==> config.mk <==
export PLATFORM = sky130hd
export DESIGN_NAME = lcd_count_writer
export DESIGN_NICKNAME = d
export VERILOG_FILES = /design/src/rtl/lcd_count_writer.sv
export SDC_FILE = /design/constraint.sdc
export NUM_CORES = 1
export LEC_CHECK = 0
export BUFFER_PORTS_ARGS = -buffer_cell sky130_fd_sc_hd__buf_2
export CORE_AREA = 5 5 131 133
export CTS_BUF_LIST = sky130_fd_sc_hd__clkbuf_16
export CTS_CLUSTER_DIAMETER = 50
export DETAILED_ROUTE_END_ITERATION = 8
export DIE_AREA = 0 0 136 138
export HOLD_SLACK_MARGIN = 0.05
export PLACE_DENSITY = 0.6
export SLEW_MARGIN = 20
export SYNTH_ARGS = -nofsm -noshare
export SYNTH_HDL_FRONTEND = slang
export SYNTH_SLANG_ARGS = --single-unit
==> constraint.sdc <==
create_clock -name clock -period 4.66 [get_ports clock]
set_clock_uncertainty 0.2 [all_clocks]
set_input_delay 0.932 -clock clock [delete_from_list [all_inputs] [get_ports clock]]
set_output_delay 0.932 -clock clock [all_outputs]
set_load 0.01 [all_outputs]
==> src/rtl/lcd_count_writer.sv <==
`default_nettype none
// ============================================================================
// Module   : lcd_count_writer
// Purpose  : Converts a 32-bit unsigned count to decimal ASCII and streams it
//            to a character LCD controller. Each frame does the following:
//              1. Samples the input value.
//              2. Converts it with a serial double-dabble (32 cycles).
//              3. Pulses the controller clear for CLEAR_CYCLES.
//              4. Writes DIGITS characters, most significant digit first,
//                 one every WRITE_GAP cycles.
// Ports    : clock          - system clock
//            resetn         - asynchronous active-low reset
//            value[31:0]    - count to display, sampled at frame start
//            start          - single-cycle frame request (ignored when busy)
//            lcd_reset      - active-high clear to the LCD controller
//            lcd_write_en   - one-cycle character strobe
//            lcd_write_data - ASCII character, held between strobes
//            busy           - frame in progress
//            done           - one-cycle end-of-frame pulse
// Options  : LEAD_ZERO_BLANK_EN - when defined, leading zero digits are sent
//            as spaces. The last digit is never blanked.
// Revision : 1.0 - initial release
// ============================================================================
module lcd_count_writer #(
  parameter int DIGITS         = 10,
  parameter int CLEAR_CYCLES   = 16,
  parameter int WRITE_GAP      = 100000,
  parameter int REFRESH_CYCLES = 5000000
) (
  input  logic        clock,
  input  logic        resetn,
  input  logic [31:0] value,
  input  logic        start,
  output logic        lcd_reset,
  output logic        lcd_write_en,
  output logic [7:0]  lcd_write_data,
  output logic        busy,
  output logic        done
);

  // --------------------------------------------------------------------------
  // Constants
  // --------------------------------------------------------------------------
  localparam int c_BCD_W   = 4 * DIGITS;
  localparam int c_IDX_W   = (DIGITS > 1) ? $clog2(DIGITS) : 1;
  localparam int c_TMR_MAX = (WRITE_GAP > CLEAR_CYCLES) ?
                             ((WRITE_GAP > 32) ? WRITE_GAP : 32) :
                             ((CLEAR_CYCLES > 32) ? CLEAR_CYCLES : 32);
  localparam int c_TMR_W   = $clog2(c_TMR_MAX + 1);

  localparam logic [c_TMR_W-1:0] c_CONV_LAST = c_TMR_W'(31);
  localparam logic [c_TMR_W-1:0] c_CLR_LAST  = c_TMR_W'(CLEAR_CYCLES - 1);
  // GAP lasts WRITE_GAP-1 cycles, so strobe-to-strobe spacing is WRITE_GAP.
  localparam logic [c_TMR_W-1:0] c_GAP_LAST  = c_TMR_W'(WRITE_GAP - 2);
  localparam logic [c_IDX_W-1:0] c_IDX_MSD   = c_IDX_W'(DIGITS - 1);

  typedef enum logic [2:0] {
    S_IDLE    = 3'd0,
    S_CAPTURE = 3'd1,
    S_CONVERT = 3'd2,
    S_CLEAR   = 3'd3,
    S_WRITE   = 3'd4,
    S_GAP     = 3'd5,
    S_FIN     = 3'd6
  } state_t;

  // --------------------------------------------------------------------------
  // Registers / next-state signals
  // --------------------------------------------------------------------------
  state_t               state_q, state_d;
  logic [c_TMR_W-1:0]   timer_q, timer_d;
  logic [c_IDX_W-1:0]   idx_q, idx_d;
  logic [31:0]          bin_q, bin_d;
  logic [c_BCD_W-1:0]   bcd_q, bcd_d;

  logic                 lcd_reset_q;
  logic                 write_en_q;
  logic [7:0]           data_q, data_d;
  logic                 busy_q;
  logic                 done_q;

  logic [c_BCD_W-1:0]   w_bcd_adj;
  logic                 w_trigger;
  logic                 w_tick;
  logic                 w_busy_now;
  logic                 w_load_char;
  logic [3:0]           w_nib;
  logic                 w_blank;

  // Frame states that hold the refresh counter at zero.
  assign w_busy_now = (state_q != S_IDLE) && (state_q != S_FIN);
  assign w_trigger  = start | w_tick;

  // --------------------------------------------------------------------------
  // Double-dabble correction: add 3 to every nibble >= 5 before the shift
  // --------------------------------------------------------------------------
  always_comb begin
    w_bcd_adj = bcd_q;
    for (int i = 0; i < DIGITS; i++) begin
      if (bcd_q[4*i +: 4] >= 4'd5) begin
        w_bcd_adj[4*i +: 4] = bcd_q[4*i +: 4] + 4'd3;
      end
    end
  end

  // --------------------------------------------------------------------------
  // Next-state logic
  // --------------------------------------------------------------------------
  always_comb begin
    state_d = state_q;
    timer_d = timer_q;
    idx_d   = idx_q;
    bin_d   = bin_q;
    bcd_d   = bcd_q;

    case (state_q)
      S_IDLE: begin
        if (w_trigger) begin
          state_d = S_CAPTURE;
        end
      end

      S_CAPTURE: begin
        bin_d   = value;
        bcd_d   = '0;
        timer_d = '0;
        state_d = S_CONVERT;
      end

      S_CONVERT: begin
        {bcd_d, bin_d} = {w_bcd_adj, bin_q} << 1;
        timer_d        = timer_q + 1'b1;
        if (timer_q == c_CONV_LAST) begin
          timer_d = '0;
          state_d = S_CLEAR;
        end
      end

      S_CLEAR: begin
        timer_d = timer_q + 1'b1;
        if (timer_q == c_CLR_LAST) begin
          idx_d   = c_IDX_MSD;
          state_d = S_WRITE;
        end
      end

      S_WRITE: begin
        timer_d = '0;
        state_d = S_GAP;
      end

      S_GAP: begin
        timer_d = timer_q + 1'b1;
        if (timer_q == c_GAP_LAST) begin
          if (idx_q == '0) begin
            state_d = S_FIN;
          end else begin
            idx_d   = idx_q - 1'b1;
            state_d = S_WRITE;
          end
        end
      end

      S_FIN: begin
        state_d = S_IDLE;
      end

      default: begin
        state_d = S_IDLE;
      end
    endcase
  end

  // --------------------------------------------------------------------------
  // Character selection. The character is computed on the cycle that enters
  // WRITE so it appears in the output register together with the strobe.
  // --------------------------------------------------------------------------
  assign w_load_char = (state_d == S_WRITE);

  always_comb begin
    w_nib = 4'd0;
    for (int i = 0; i < DIGITS; i++) begin
      if (int'(idx_d) == i) begin
        w_nib = bcd_q[4*i +: 4];
      end
    end
  end

`ifdef LEAD_ZERO_BLANK_EN
  // The blank flag stays set while every digit sent so far has been a
  // leading zero. It clears at the first nonzero digit.
  logic blank_q, blank_d;

  always_comb begin
    blank_d = blank_q;
    w_blank = 1'b0;
    if (state_q == S_CAPTURE) begin
      blank_d = 1'b1;
    end else if (w_load_char) begin
      w_blank = blank_q && (w_nib == 4'd0) && (idx_d != '0);
      blank_d = w_blank;
    end
  end

  always_ff @(posedge clock or negedge resetn) begin
    if (!resetn) begin
      blank_q <= 1'b0;
    end else begin
      blank_q <= blank_d;
    end
  end
`else
  assign w_blank = 1'b0;
`endif

  always_comb begin
    data_d = data_q;
    if (w_load_char) begin
      data_d = w_blank ? 8'h20 : (8'h30 + {4'd0, w_nib});
    end
  end

  // --------------------------------------------------------------------------
  // Auto-refresh counter. It runs only in IDLE/FIN and restarts from zero at
  // FIN, so the next auto frame begins REFRESH_CYCLES after done.
  // --------------------------------------------------------------------------
  generate
    if (REFRESH_CYCLES > 0) begin : g_refresh
      localparam int c_REF_W = (REFRESH_CYCLES > 1) ? $clog2(REFRESH_CYCLES) : 1;
      localparam logic [c_REF_W-1:0] c_REF_LAST = c_REF_W'(REFRESH_CYCLES - 1);

      logic [c_REF_W-1:0] ref_cnt_q, ref_cnt_d;

      always_comb begin
        ref_cnt_d = ref_cnt_q + 1'b1;
        if (w_busy_now || (ref_cnt_q == c_REF_LAST)) begin
          ref_cnt_d = '0;
        end
      end

      assign w_tick = !w_busy_now && (ref_cnt_q == c_REF_LAST);

      always_ff @(posedge clock or negedge resetn) begin
        if (!resetn) begin
          ref_cnt_q <= '0;
        end else begin
          ref_cnt_q <= ref_cnt_d;
        end
      end
    end else begin : g_no_refresh
      assign w_tick = 1'b0;
    end
  endgenerate

  // --------------------------------------------------------------------------
  // State and registered outputs. Outputs are derived from the next state so
  // they line up with the state they describe and reset asynchronously.
  // --------------------------------------------------------------------------
  always_ff @(posedge clock or negedge resetn) begin
    if (!resetn) begin
      state_q     <= S_IDLE;
      timer_q     <= '0;
      idx_q       <= '0;
      bin_q       <= '0;
      bcd_q       <= '0;
      lcd_reset_q <= 1'b1;
      write_en_q  <= 1'b0;
      data_q      <= 8'h00;
      busy_q      <= 1'b0;
      done_q      <= 1'b0;
    end else begin
      state_q     <= state_d;
      timer_q     <= timer_d;
      idx_q       <= idx_d;
      bin_q       <= bin_d;
      bcd_q       <= bcd_d;
      lcd_reset_q <= (state_d == S_CLEAR);
      write_en_q  <= w_load_char;
      data_q      <= data_d;
      busy_q      <= (state_d != S_IDLE) && (state_d != S_FIN);
      done_q      <= (state_d == S_FIN);
    end
  end

  assign lcd_reset      = lcd_reset_q;
  assign lcd_write_en   = write_en_q;
  assign lcd_write_data = data_q;
  assign busy           = busy_q;
  assign done           = done_q;

endmodule
`default_nettype wire

==> results.json <==
{
  "post-dp-hpwl_um": 11000,
  "synthAdderAreaFrac": 0.0428,
  "synth_xor_area_frac": 0.0662,
  "power-per-cell-area_nw_per_um2": 619,
  "synth.distinct_cells": 57,
  "synth.yosys.warnings": 0,
  "critPathCaptureType": "flop",
  "wl_um": 16300,
  "first_iter_violations": 447,
  "synth_simple_gate_area_frac": 0.202,
  "clock-sinks": 128,
  "nFillCells": 1492,
  "fraction_of_final_layout_cells_with_drive_strength_greater_than_1": 0.123,
  "critical_path.startpoint_type": "flop",
  "register_to_register_setup_slack_ns": 0.89,
  "final_core_util": 0.506,
  "synth_largest_type_area_fraction": 0.453,
  "clock_tree.buffer_depth": 2,
  "rsz_0062_raised_after_global_routing": "false",
  "fmax_mhz": 265,
  "switching_power_share_of_the_total": 0.404,
  "io-pin-count": 47,
  "timing.hold.ws_ns": 0.287,
  "chipWidth_um": 136,
  "power_frac_clock": 0.261,
  "grt-ovfl-total": 0,
  "detail-route-antenna-nets": 0,
  "groute.usage.overall": 0.178,
  "finalNetCount": 859,
  "syn_avg_cell_area_um2": 9.05,
  "timing.max_slew.rel_slack": 0.290,
  "clkLatencyLatePin_ns": 0.42,
  "synth_seq_cells": 128,
  "timing.final.crit_share": 0.809,
  "grt_pass1_vias": 5468,
  "worstMarginPinSlew_ns": 1.07,
  "postSynth.topFlopCell": "dfrtp_1",
  "clk_pin_slew_worst_paths_ns": 0.06,
  "synth.cells.most_frequent": "dfrtp_1, nor2_1, nand2_1",
  "port_buffers": 44,
  "maxCapViolations": 0,
  "critical-path-slowest-cell": "or4_1",
  "cts-buffers-inserted": 17,
  "drt_first_pass_iters": 5,
  "netlist_instances": 775,
  "start_util": 0.446,
  "synth.largest_area_cell": "dfrtp_1",
  "antenna_cells": 0,
  "combinationalPowerShare": 0.385,
  "core_um2": 15700,
  "synthMostInstantiatedCell": "dfrtp_1",
  "die-area_um2": 18800,
  "clock_tree.htree_level_count": 4,
  "synth_sequential_area_ratio": 0.457,
  "path_cells": "ha_1, or4b_1, or4_1, nor2_2, or3_1, nor4_1, a211oi_1, o211ai_1, a221oi_2",
  "maximum_number_of_pins_on_one_net_before_global_route_repair": 76,
  "net-switching-power_mw": 1.99,
  "crit_fanout": 20,
  "seq_power_share": 0.354,
  "async_flop_share": 1.00,
  "synthesized_area_fraction_occupied_by_ao_oa_aoi_and_oai_cells": 0.162,
  "synth.top_cells.by_area": "dfrtp_1, nor2_1, nand2_1, ha_1, xor2_1",
  "synth_top_family_by_area": "simple AND/OR/NAND/NOR gates",
  "postCtsSetupBuffers": 0,
  "status": "finished, final reports clean",
  "num_vias": 5668,
  "min-delay-path-class": "reg -> reg",
  "total_leakage_power_nw": 3.54,
  "report.final.hold_viol_count": 0,
  "critPathMaxStageDelay_ns": 0.69,
  "gp_congestion": 0.878,
  "cts_root_buffer": "clkbuf_16",
  "routed_wire_length_per_instance_um": 15.8,
  "areaGrowthSynthToFinish_pct": 13.3,
  "post_drt_via_cell_ratio": 5.51,
  "cts_resized": 0,
  "timing.setup.tns_ns": 0,
  "worst-setup-path-type": "reg -> reg",
  "synthesis.area_um2": 7010,
  "cp_data_required_time_ns": 4.79,
  "vdd_ir_drop_max_mv": 0.293,
  "muxShareOfSynthArea": 0.0236,
  "cts-hold-fix-buffers": 0,
  "setup_viol": 0,
  "grt_first_pass_wirelength_um": 27200,
  "final-max-slew-violation-count": 0,
  "core.rowCount": 46,
  "worst-endpoint-arrival_ns": 3.90,
  "synth-edff-count": 0,
  "die-height_um": 138,
  "cts_tree": "done",
  "timing.final.crit_period_ns": 3.77,
  "grt_antenna_before_repair": 0,
  "remaining_drc_errors": 0,
  "internal_power_mw": 2.93
}
==> layout make-up <==
class / instances / area (um2) / area share
clock buffers: 17 / 425 / 0.0535
inverters: 34 / 128 / 0.0161
flip-flops and latches: 128 / 3200 / 0.403
repair buffers: 49 / 273 / 0.0343
multi-input cells: 570 / 3500 / 0.441
well taps: 216 / 270 / 0.0340
clock inverters: 15 / 144 / 0.0181
==> through the flow <==
step / instances / total power [mW] / cell area (um2) / setup WS (ns)
2_1_floorplan: 776 / 3.16 / 7020 / 1.44
5_1_grt: 1029 / 5.28 / 7950 / 0.701
3_3_place_gp: 997 / 3.58 / 7380 / 1.02
4_1_cts: 1029 / 4.96 / 7950 / 0.928
3_5_place_dp: 997 / 3.66 / 7380 / 0.953
6_report: 1029 / 4.92 / 7950 / 0.888
==> cell usage in the layout, fill, tap and decap left out, drive strengths merged, types with 4 or more instances in the layout <==
cell / instances
a211oi: 4
nor2: 104
nand2: 100
nor4: 7
nor3: 6
ha: 24
dfrtp: 127
nand4: 7
a21oi: 36
xnor2: 20
clkinv: 9
clkbuf: 17
o31ai: 13
mux2: 4
o21ai: 35
buf: 49
mux2i: 12
o211ai: 6
a31oi: 30
o22ai: 17
or3: 8
xor2: 33
or4: 5
inv: 35
o32ai: 9
nand2b: 15
and3: 13
a32o: 10
nand3: 21
==> sequential cells by signal, indices dropped and copies added, names as in the netlist <==
register and cells:
bcd_q 40, bin_q 32, busy 1, done 1
g_refresh.ref_cnt_q 23, idx_q 4, lcd_reset 1, lcd_write_data 5
lcd_write_en 1, state_q 3, timer_q 17
==> path summary, 6_finish.rpt <==
check,startpoint,endpoint,cells after the start
setup reg to reg,timer_q[1],lcd_write_data[2],9
hold / removal,lcd_write_data[4],lcd_write_data[4],1
max in group asynchronous,resetn,bin_q[19],2
setup / recovery,timer_q[1],lcd_write_data[2],9
min in group asynchronous,resetn,timer_q[7],1
hold reg to reg,lcd_write_data[4],lcd_write_data[4],1
==> per-layer routing <==
| metal | wire length, um | track usage | vias up |
|---|---|---|---|
| met5 | 0 | 0 | - |
| met4 | 378 | 0.0753 | 0 |
| met3 | 606 | 0.0399 | 32 |
| met2 | 7880 | 0.286 | 107 |
| met1 | 7420 | 0.231 | 2759 |
| li1 | - | - | 2770 |
==> power groups by stage <==
stage          Clock [mW]  Sequential, mW  Combinational [mW]
2_1_floorplan           0            1.64                1.52
3_3_place_gp            0            1.74                1.84
3_5_place_dp            0            1.75                1.90
4_1_cts              1.31            1.74                1.91
5_1_grt              1.37            1.78                2.13
6_report             1.28            1.74                1.89
==> worst max-delay path: cells and delay by family (launching register included) <==
kind	cells	cell delay, ns
simple gates	5	2.18
compound gates	3	0.69
flops	1	0.38
fa+ha+maj	1	0.21
==> logic make-up after synthesis <==
family                   Yosys count
multiplexers                      16
AND/OR/NAND/NOR                  304
flip-flops                       128
other                              1
adder cells (fa/ha/maj)           24
buffers and inverters             78
XOR/XNOR                          53
AO/OA/AOI/OAI                    171
Note: power is estimated with default switching activity, not from simulation.
